$ cat src/rtl/amba_read_channel.sv
// Slave-side AXI3-style read channel: one burst at a time, beats fetched from a
// local byte memory into a small FIFO that absorbs R-channel back-pressure.
module amba_read_channel #(
  parameter int unsigned MEM_DEPTH  = 16,
  parameter int unsigned FIFO_DEPTH = 4
) (
  input  logic                         clk,
  input  logic                         reset,
  input  logic [3:0]                   m2i_ARID,
  input  logic [31:0]                  m2i_ARADDR,
  input  logic [3:0]                   m2i_ARLEN,
  input  logic [2:0]                   m2i_ARSIZE,
  input  logic [1:0]                   m2i_ARBURST,
  input  logic                         m2i_ARVALID,
  output logic                         i2m_ARREADY,
  output logic [3:0]                   i2m_RID,
  output logic [7:0]                   i2m_RDATA,
  output logic [1:0]                   i2m_RRESP,
  output logic                         i2m_RLAST,
  output logic                         i2m_RVALID,
  input  logic                         m2i_RREADY,
  input  logic                         mem_we,
  input  logic [$clog2(MEM_DEPTH)-1:0] mem_waddr,
  input  logic [7:0]                   mem_wdata
);

  localparam int unsigned AW = $clog2(MEM_DEPTH);
  localparam int unsigned PW = $clog2(FIFO_DEPTH);
  localparam int unsigned CW = PW + 1;

  localparam logic [1:0] RESP_OKAY   = 2'b00;
  localparam logic [1:0] RESP_SLVERR = 2'b10;
  localparam logic [1:0] RESP_DECERR = 2'b11;
  localparam logic [1:0] BURST_FIXED = 2'b00;
  localparam logic [1:0] BURST_INCR  = 2'b01;
  localparam logic [1:0] BURST_WRAP  = 2'b10;

  typedef enum logic [1:0] {IDLE, FETCH, DRAIN} state_e;

  typedef struct packed {
    logic [3:0] id;
    logic [7:0] data;
    logic [1:0] resp;
    logic       last;
  } rbeat_t;

  state_e        state_q;
  logic          arready_q;
  logic [3:0]    id_q;
  logic [AW-1:0] start_q;
  logic [3:0]    len_q;
  logic [1:0]    burst_q;
  logic [1:0]    resp_q;
  logic [3:0]    beat_q;

  logic [7:0]    mem_q  [MEM_DEPTH];
  rbeat_t        fifo_q [FIFO_DEPTH];
  logic [PW-1:0] wptr_q, rptr_q;
  logic [CW-1:0] cnt_q;

  logic          empty_c, full_c, push_c, pop_c;
  logic [AW-1:0] lmask_c, boff_c, fetch_idx_c;
  logic [1:0]    ar_resp_c;
  logic          wrap_bad_c;
  rbeat_t        push_beat_c, head_c;

  assign empty_c = (cnt_q == '0);
  assign full_c  = (cnt_q == CW'(FIFO_DEPTH));
  assign pop_c   = !empty_c && m2i_RREADY;
  assign push_c  = (state_q == FETCH) && (!full_c || pop_c);
  assign head_c  = fifo_q[rptr_q];

  // Response decided once at acceptance; WRAP needs LEN+1 to be a power of two >= 2
  always_comb begin
    wrap_bad_c = (m2i_ARBURST == BURST_WRAP) &&
                 ((m2i_ARLEN == 4'd0) || ((m2i_ARLEN & (m2i_ARLEN + 4'd1)) != 4'd0));
    ar_resp_c  = RESP_OKAY;
    if (m2i_ARADDR >= 32'(MEM_DEPTH))
      ar_resp_c = RESP_DECERR;
    else if ((m2i_ARSIZE != 3'b000) || (m2i_ARBURST == 2'b11) || wrap_bad_c)
      ar_resp_c = RESP_SLVERR;
  end

  always_comb begin
    lmask_c     = AW'(len_q);
    boff_c      = AW'(beat_q);
    fetch_idx_c = start_q;
    case (burst_q)
      BURST_FIXED: fetch_idx_c = start_q;
      BURST_INCR:  fetch_idx_c = start_q + boff_c;
      default:     fetch_idx_c = (start_q & ~lmask_c) | ((start_q + boff_c) & lmask_c);
    endcase
    push_beat_c.id   = id_q;
    push_beat_c.data = (resp_q == RESP_OKAY) ? mem_q[fetch_idx_c] : 8'h00;
    push_beat_c.resp = resp_q;
    push_beat_c.last = (beat_q == len_q);
  end

  // Burst control FSM
  always_ff @(posedge clk or negedge reset) begin
    if (!reset) begin
      state_q   <= IDLE;
      arready_q <= 1'b1;
      id_q      <= '0;
      start_q   <= '0;
      len_q     <= '0;
      burst_q   <= '0;
      resp_q    <= '0;
      beat_q    <= '0;
    end else begin
      case (state_q)
        IDLE: if (m2i_ARVALID && arready_q) begin
          id_q      <= m2i_ARID;
          start_q   <= m2i_ARADDR[AW-1:0];
          len_q     <= m2i_ARLEN;
          burst_q   <= m2i_ARBURST;
          resp_q    <= ar_resp_c;
          beat_q    <= '0;
          arready_q <= 1'b0;
          state_q   <= FETCH;
        end
        FETCH: if (push_c) begin
          beat_q <= beat_q + 4'd1;
          if (beat_q == len_q) state_q <= DRAIN;
        end
        DRAIN: if (pop_c && head_c.last) begin
          arready_q <= 1'b1;
          state_q   <= IDLE;
        end
        default: begin
          arready_q <= 1'b1;
          state_q   <= IDLE;
        end
      endcase
    end
  end

  always_ff @(posedge clk or negedge reset) begin
    if (!reset) begin
      for (int i = 0; i < int'(MEM_DEPTH); i++) mem_q[i] <= 8'h00;
    end else if (mem_we) begin
      mem_q[mem_waddr] <= mem_wdata;
    end
  end

  always_ff @(posedge clk) begin
    if (push_c) fifo_q[wptr_q] <= push_beat_c;
  end

  always_ff @(posedge clk or negedge reset) begin
    if (!reset) begin
      wptr_q <= '0;
      rptr_q <= '0;
      cnt_q  <= '0;
    end else begin
      if (push_c) wptr_q <= wptr_q + PW'(1);
      if (pop_c)  rptr_q <= rptr_q + PW'(1);
      case ({push_c, pop_c})
        2'b10:   cnt_q <= cnt_q + CW'(1);
        2'b01:   cnt_q <= cnt_q - CW'(1);
        default: cnt_q <= cnt_q;
      endcase
    end
  end

  // R outputs follow the FIFO head and read as zero while it is empty
  assign i2m_ARREADY = arready_q;
  assign i2m_RVALID  = !empty_c;
  assign i2m_RID     = empty_c ? 4'h0 : head_c.id;
  assign i2m_RDATA   = empty_c ? 8'h00 : head_c.data;
  assign i2m_RRESP   = empty_c ? 2'b00 : head_c.resp;
  assign i2m_RLAST   = empty_c ? 1'b0 : head_c.last;

endmodule

$ cat config.mk
export PLATFORM = sky130hd
export DESIGN_NAME = amba_read_channel
export DESIGN_NICKNAME = d
export VERILOG_FILES = /design/src/rtl/amba_read_channel.sv
export SDC_FILE = /design/constraint.sdc
export NUM_CORES = 1
export LEC_CHECK = 0
export ABC_AREA = 1
export BUFFER_PORTS_ARGS = -buffer_cell sky130_fd_sc_hd__buf_2
export CAP_MARGIN = 10
export CORE_ASPECT_RATIO = 1.75
export CORE_MARGIN = 1.5
export CORE_UTILIZATION = 60
export CTS_CLUSTER_SIZE = 16
export DETAILED_ROUTE_END_ITERATION = 6
export PLACE_DENSITY = 0.82
export SKIP_CTS_REPAIR_TIMING = 1
export SYNTH_ARGS = -nofsm -noshare
export SYNTH_HDL_FRONTEND = slang
export SYNTH_SLANG_ARGS = --single-unit
$ cat constraint.sdc
create_clock -name clk -period 5.1 [get_ports clk]
set_input_delay 0.255 -clock clk [delete_from_list [all_inputs] [get_ports clk]]
set_output_delay 0.255 -clock clk [all_outputs]
set_load 0.01 [all_outputs]
Word level (Yosys, flattened, before mapping)

Memories as Yosys holds them, arrays and structs flattened.
Cells that the tools add are included.

Add/subtract/negate cells: 7
Order comparisons: 4
Eq/ne operators: 13
Muxes and demuxes: 28
Bitwise operators: 8
Reduce and logical (&&, ||, !) cells: 25

Operators by type and width:

| cell                                                                                  | count |
|---|---|
| 128-bit bitwise mux                                                                   | 1 |
| 8-bit two-way mux                                                                     | 5 |
| 8-bit binary-select mux with 4-bit select                                             | 1 |
| 8-bit demux with 4-bit select                                                         | 1 |
| 32-bit by 5-bit greater-or-equal comparator with 1-bit output (second input constant) | 1 |
| 4-bit one-hot mux with 2 select lines                                                 | 2 |
| 2-bit two-way mux                                                                     | 7 |
| 4-bit bitwise AND                                                                     | 3 |
| 4-bit two-way mux                                                                     | 3 |
| 5-bit greater-or-equal comparator (second input constant)                             | 2 |
| 4-bit inverter with 5-bit output                                                      | 2 |
| 4-bit by 1-bit adder with 4-bit output (second input constant)                        | 2 |
| 2-bit equality test (second input constant)                                           | 4 |
| 2-bit != test (second input constant)                                                 | 4 |
| 2-bit by 1-bit equality test with 1-bit output (second input constant)                | 3 |
| 1-bit logical AND                                                                     | 6 |
| 2-bit zero test                                                                       | 3 |
| 2-bit one-hot mux with 3 select lines                                                 | 1 |
| 3-bit one-hot mux with 2 select lines                                                 | 1 |
| 3-bit AND reduction                                                                   | 2 |
| 5-bit by 1-bit less-than comparator with 1-bit output (second input constant)         | 1 |
| 1-bit two-way mux                                                                     | 5 |
| 2-bit by 1-bit adder with 2-bit output (second input constant)                        | 2 |
| 4-bit adder                                                                           | 1 |
| 17 further kinds                                                                      | 22 |

Register bits: 158
Bits in writable memories: 60
Input port bits: 62
Output and inout bits: 17
Word-level logic and storage cells: 113
Memories: 1

Memories:

| name   | words | width | rd ports | clocked after memory_dff | write ports | line | text |
|---|---|---|---|---|---|---|---|
| fifo_q | 4     | 15    | 1        | 0                        | 1           | 57   | `rbeat_t fifo_q [FIFO_DEPTH];` |

Logic depth before layout (Yosys ltp)

Depth in word-level cells: 9
Gate-level depth with buffers: 13
Gate-level depth less buffers: 12

Worst setup path before layout

No wires, ideal clock.

Path type: reg2reg
Start point: register beat_q[0]
End point: memory fifo_q[0][8] (netlist bit), data pin
Setup time: 0.260 ns
Arrival time: 1.912 ns
Required time: 4.840 ns
Path slack: 2.928 ns
Stages on the path, launching flop included: 11
Path buffers: 1
Clock period less this slack: 2.172 ns
Cells stage by stage: dfrtp_1 ha_1 fa_1 xor2_1 o21ai_4 inv_2 buf_4 nand3_1 nand2_1 nor2_1 nor2_1

RTL lines:

| what                     | line | text |
|---|---|---|
| start: declaration       | 54   | `logic [3:0] beat_q;` |
| start signal: assignment | 123  | `beat_q <= beat_q + 4'd1;` |
| end: declaration         | 57   |  |

==> run summary <==
Synthesis
* 72.5% — fraction of synthesis flops using an asynchronous set or reset pin
* 39.1% — portion of synthesized cell area occupied by the leading cell type
* 1223 — synthesized netlist net count
* 8.75 µm² — synthesized area per cell
* dfrtp_1 (39%), edfxtp_1 (18%), nand2_1 (10%), nand3_1 (8.1%), o21ai_0 (6.7%) — top cells by area in the synthesized netlist
* 1150 — cells after synthesis
* 10100 µm² — post-synthesis cell area
* 0 — warning count from the yosys run
* dfrtp_1 — most used flip-flop cell after synthesis
* 60 — number of enable flip-flop cells after synthesis
* 36 — Yosys cell types
* dfrtp_1 — Yosys top cell by area
* 57.2% — register area share after synthesis
* 218 — register bit count reported by yosys

Placement
* 78 — port bufs
* 1401 — instance count after placement with tap cells included
* 16900 µm — dpl hpwl
* 2.31 ns — worst setup slack before clock tree synthesis
* 0.899 — global placer's final weighted congestion

Floorplan
* 16400 µm² — core box area
* 62 — FP Rows
* 61.2% — effective utilization at floorplan
* 17600 µm² — full die area
* 79 — number of I/O pins
* 174 µm — Vert. Die Dim
* 101 µm — width of the die

Clock network
* 218 — Num Clock Sinks
* 0.50 ns — clock latency at the later pin of the worst-skew pair
* done — TritonCTS clock tree
* 1 — Clock H-tree levels
* 19 — CTS buffer count
* 3 — Bufs on Longest Clock Path
* 0.07 ns — clk slew on worst S/H paths
* clkbuf_16 — master cell of the clock root buffer

Worst setup path
* reg -> reg — Critical Setup Path Class
* 35 — top fanout value on the critical path
* nor2_4 — worst-path cell with the longest stage delay
* 2 — critical path buffer and inverter count
* 3.09 ns — arrival time reported for the critical path endpoint
* 0.61 ns — slowest stage delay, CP
* beat_q[0] — worst setup path startpoint
* ha_1, fa_1, inv_1, nand2_1, inv_1, nor2_4, nand3_1, nand3_1, nand3_1, nand2_1, nor2_1 — cells traversed along the worst timing path
* beat_q[0] — start of the worst register-to-register path
* simple AND/OR/NAND/NOR gates — Top delay family on crit path
* flop — crit end category
* 5.33 ns — required time of the critical path
* nand3_1 — most frequent CP cell
* flop — kind of start point of the critical path

Layout
* 1443 — number of standard cells in the layout, taps in and fillers out
* 1279 — nets@finish
* 5760 µm² — storage element area
* 1342 — Layout fillers
* 3790 µm² — area of the multi-input gates
* 0 — antenna cell count
* 68.1% — Layout Utilization
* 10.8% — share of final-layout standard cells stronger than drive strength 1
* 11.3% — relative area change from synthesis to final layout

Global route
* 0 — overflow left after global routing
* 67 — maximum number of pins on one net before global-route repair
* 41400 µm — global-route wire length before repair
* 8326 — via count of the first global-routing pass
* 30.2% — GRT Total Usage
* 0 — initial antenna violation count

Drt
* 25800 µm — final wirelength
* 863 — violation count after the first detailed-route iteration
* 0 — Remaining DRCs
* 8347 — number of vias in the routed layout
* 5 — total iterations of the first detailed-routing run
* 5.78 — Via-to-Cell Ratio
* 0 — number of nets still failing antenna checks after routing
* 17.9 µm — detail-routed net length per standard cell

Timing
* 2.86 ns — minimum clock period after layout
* 19.5% — max_slew headroom
* -0.0263 ns — worst hold slack
* 56.2% — Period Utilization, post-route
* 0 — count of final max-slew check failures
* 2 — Final Hold Viols
* 1.20 ns — actual transition at the worst max-transition pin
* 2.24 ns — smallest setup slack after layout
* 0 ns — summed negative setup slack over all endpoints
* 0.349 GHz — Fmax achieved
* false — setup repair after global routing missed its margin
* 0 — final count of negative-setup-slack endpoints
* 0.0126 ns — final clock skew

Worst hold path
* in -> reg — Worst Hold Class
* m2i_ARID[1] — worst hold path startpoint

Pwr
* 677 nW/µm² — power density of the placed cells
* 359 µV — Peak VDD IR
* 5.11 nW — Static Leakage

Run
* 0 — Max Cap Viol

Outcome
* negative hold slack — failing checks
* complete, but fails checks — run status

cells in the final DEF, fill, tap and decap left out, types with 3 or more instances in the layout:
| cell type | n |
|---|---|
| nand2_1 | 275 |
| nand3_1 | 163 |
| dfrtp_1 | 157 |
| nor2_1 | 141 |
| o21ai_0 | 135 |
| buf_2 | 77 |
| edfxtp_1 | 60 |
| a21oi_1 | 55 |
| inv_1 | 46 |
| clkbuf_16 | 19 |
| buf_4 | 13 |
| xor2_1 | 9 |
| ha_1 | 9 |
| nor4_1 | 8 |
| dlygate4sd3_1 | 8 |
| clkbuf_1 | 6 |
| clkinv_1 | 3 |
| inv_2 | 3 |
cell usage after synthesis, types with 12 or more instances:
cell      number
clkbuf_1      32
nor2_1       141
edfxtp_1      60
nand3_1      163
a21oi_1       55
o21ai_0      135
buf_4         12
nand2_1      275
buf_2         16
dfrtp_1      157
inv_1         46
registers in the layout, indices dropped and copies added (netlist names):
| name | cells |
|---|---|
| beat_q | 4 |
| id_q | 4 |
| cnt_q | 3 |
| fifo_q | 60 |
| len_q | 4 |
| i2m_ARREADY | 1 |
| burst_q | 2 |
| start_q | 4 |
| wptr_q | 2 |
| state_q | 2 |
| mem_q | 128 |
| resp_q | 2 |
| rptr_q | 2 |
routing by layer:
layer  vias to the layer above  part of all wire (%)  track usage [%]
met1                      3960                    37             35.3
met4                         0                   6.1             18.2
li1                       3933                     -                -
met3                       101                   5.6             3.30
met5                         -                     0                0
met2                       353                    51             52.6
path summary, 6_finish.rpt:
check	to	slack, ns	cells after the start
max	fifo_q[3][8]	2.24	11
min	id_q[1]	-0.03	3
max reg2reg	fifo_q[3][8]	2.24	11
min reg2reg	mem_q[28]	0.49	2
max in group asynchronous	mem_q[40]	3.73	3
min in group asynchronous	mem_q[113]	0.19	2
area by class of cell:
| class | instances | share of cell area [%] |
|---|---|---|
| tap | 224 | 2.50 |
| timing repair buffer | 99 | 5.13 |
| clock inverter | 8 | 0.849 |
| sequential | 218 | 51.4 |
| clock buffer | 26 | 4.57 |
| multi-input combinational | 818 | 33.9 |
| inverter | 50 | 1.68 |
worst reg2reg max path: cells and delay by family, from the launching register on:
family | cells | cell delay (ns)
and+or+nand+nor | 7 | 1.34
adders and majority gates | 2 | 0.73
DFF | 1 | 0.44
buffers and inverters | 2 | 0.11
where the power goes:
part | total, W | switching (W) | leakage [nW] | internal (W)
Clock | 0.00144 | 0.000627 | 0.296 | 0.000810
Combinational | 0.00344 | 0.00238 | 2.31 | 0.00106
Sequential | 0.00270 | 0.000309 | 2.51 | 0.00240
cells by family after synthesis:
logic type               count (synthesis)  synth area share, %
AO/OA/AOI/OAI                          198                 10.1
flip-flops                             218                 57.2
adder cells (fa/ha/maj)                 11                 1.52
buffers and inverters                  114                 5.13
AND/OR/NAND/NOR                        599                 25.1
XOR/XNOR                                10                0.871
metrics by stage:
step | hold slack (ns) | instance area (µm²) | total power [W]
final | -0.0263 | 11200 | 0.00758
after global routing | 0.00619 | 11200 | 0.00806
after CTS | -0.372 | 11100 | 0.00753
after detailed placement | 0.147 | 10500 | 0.00607
after global placement | 0.145 | 10500 | 0.00600
after floorplan | -0.0406 | 10100 | 0.00515
No activity file was read; power rests on OpenSTA's default activity.
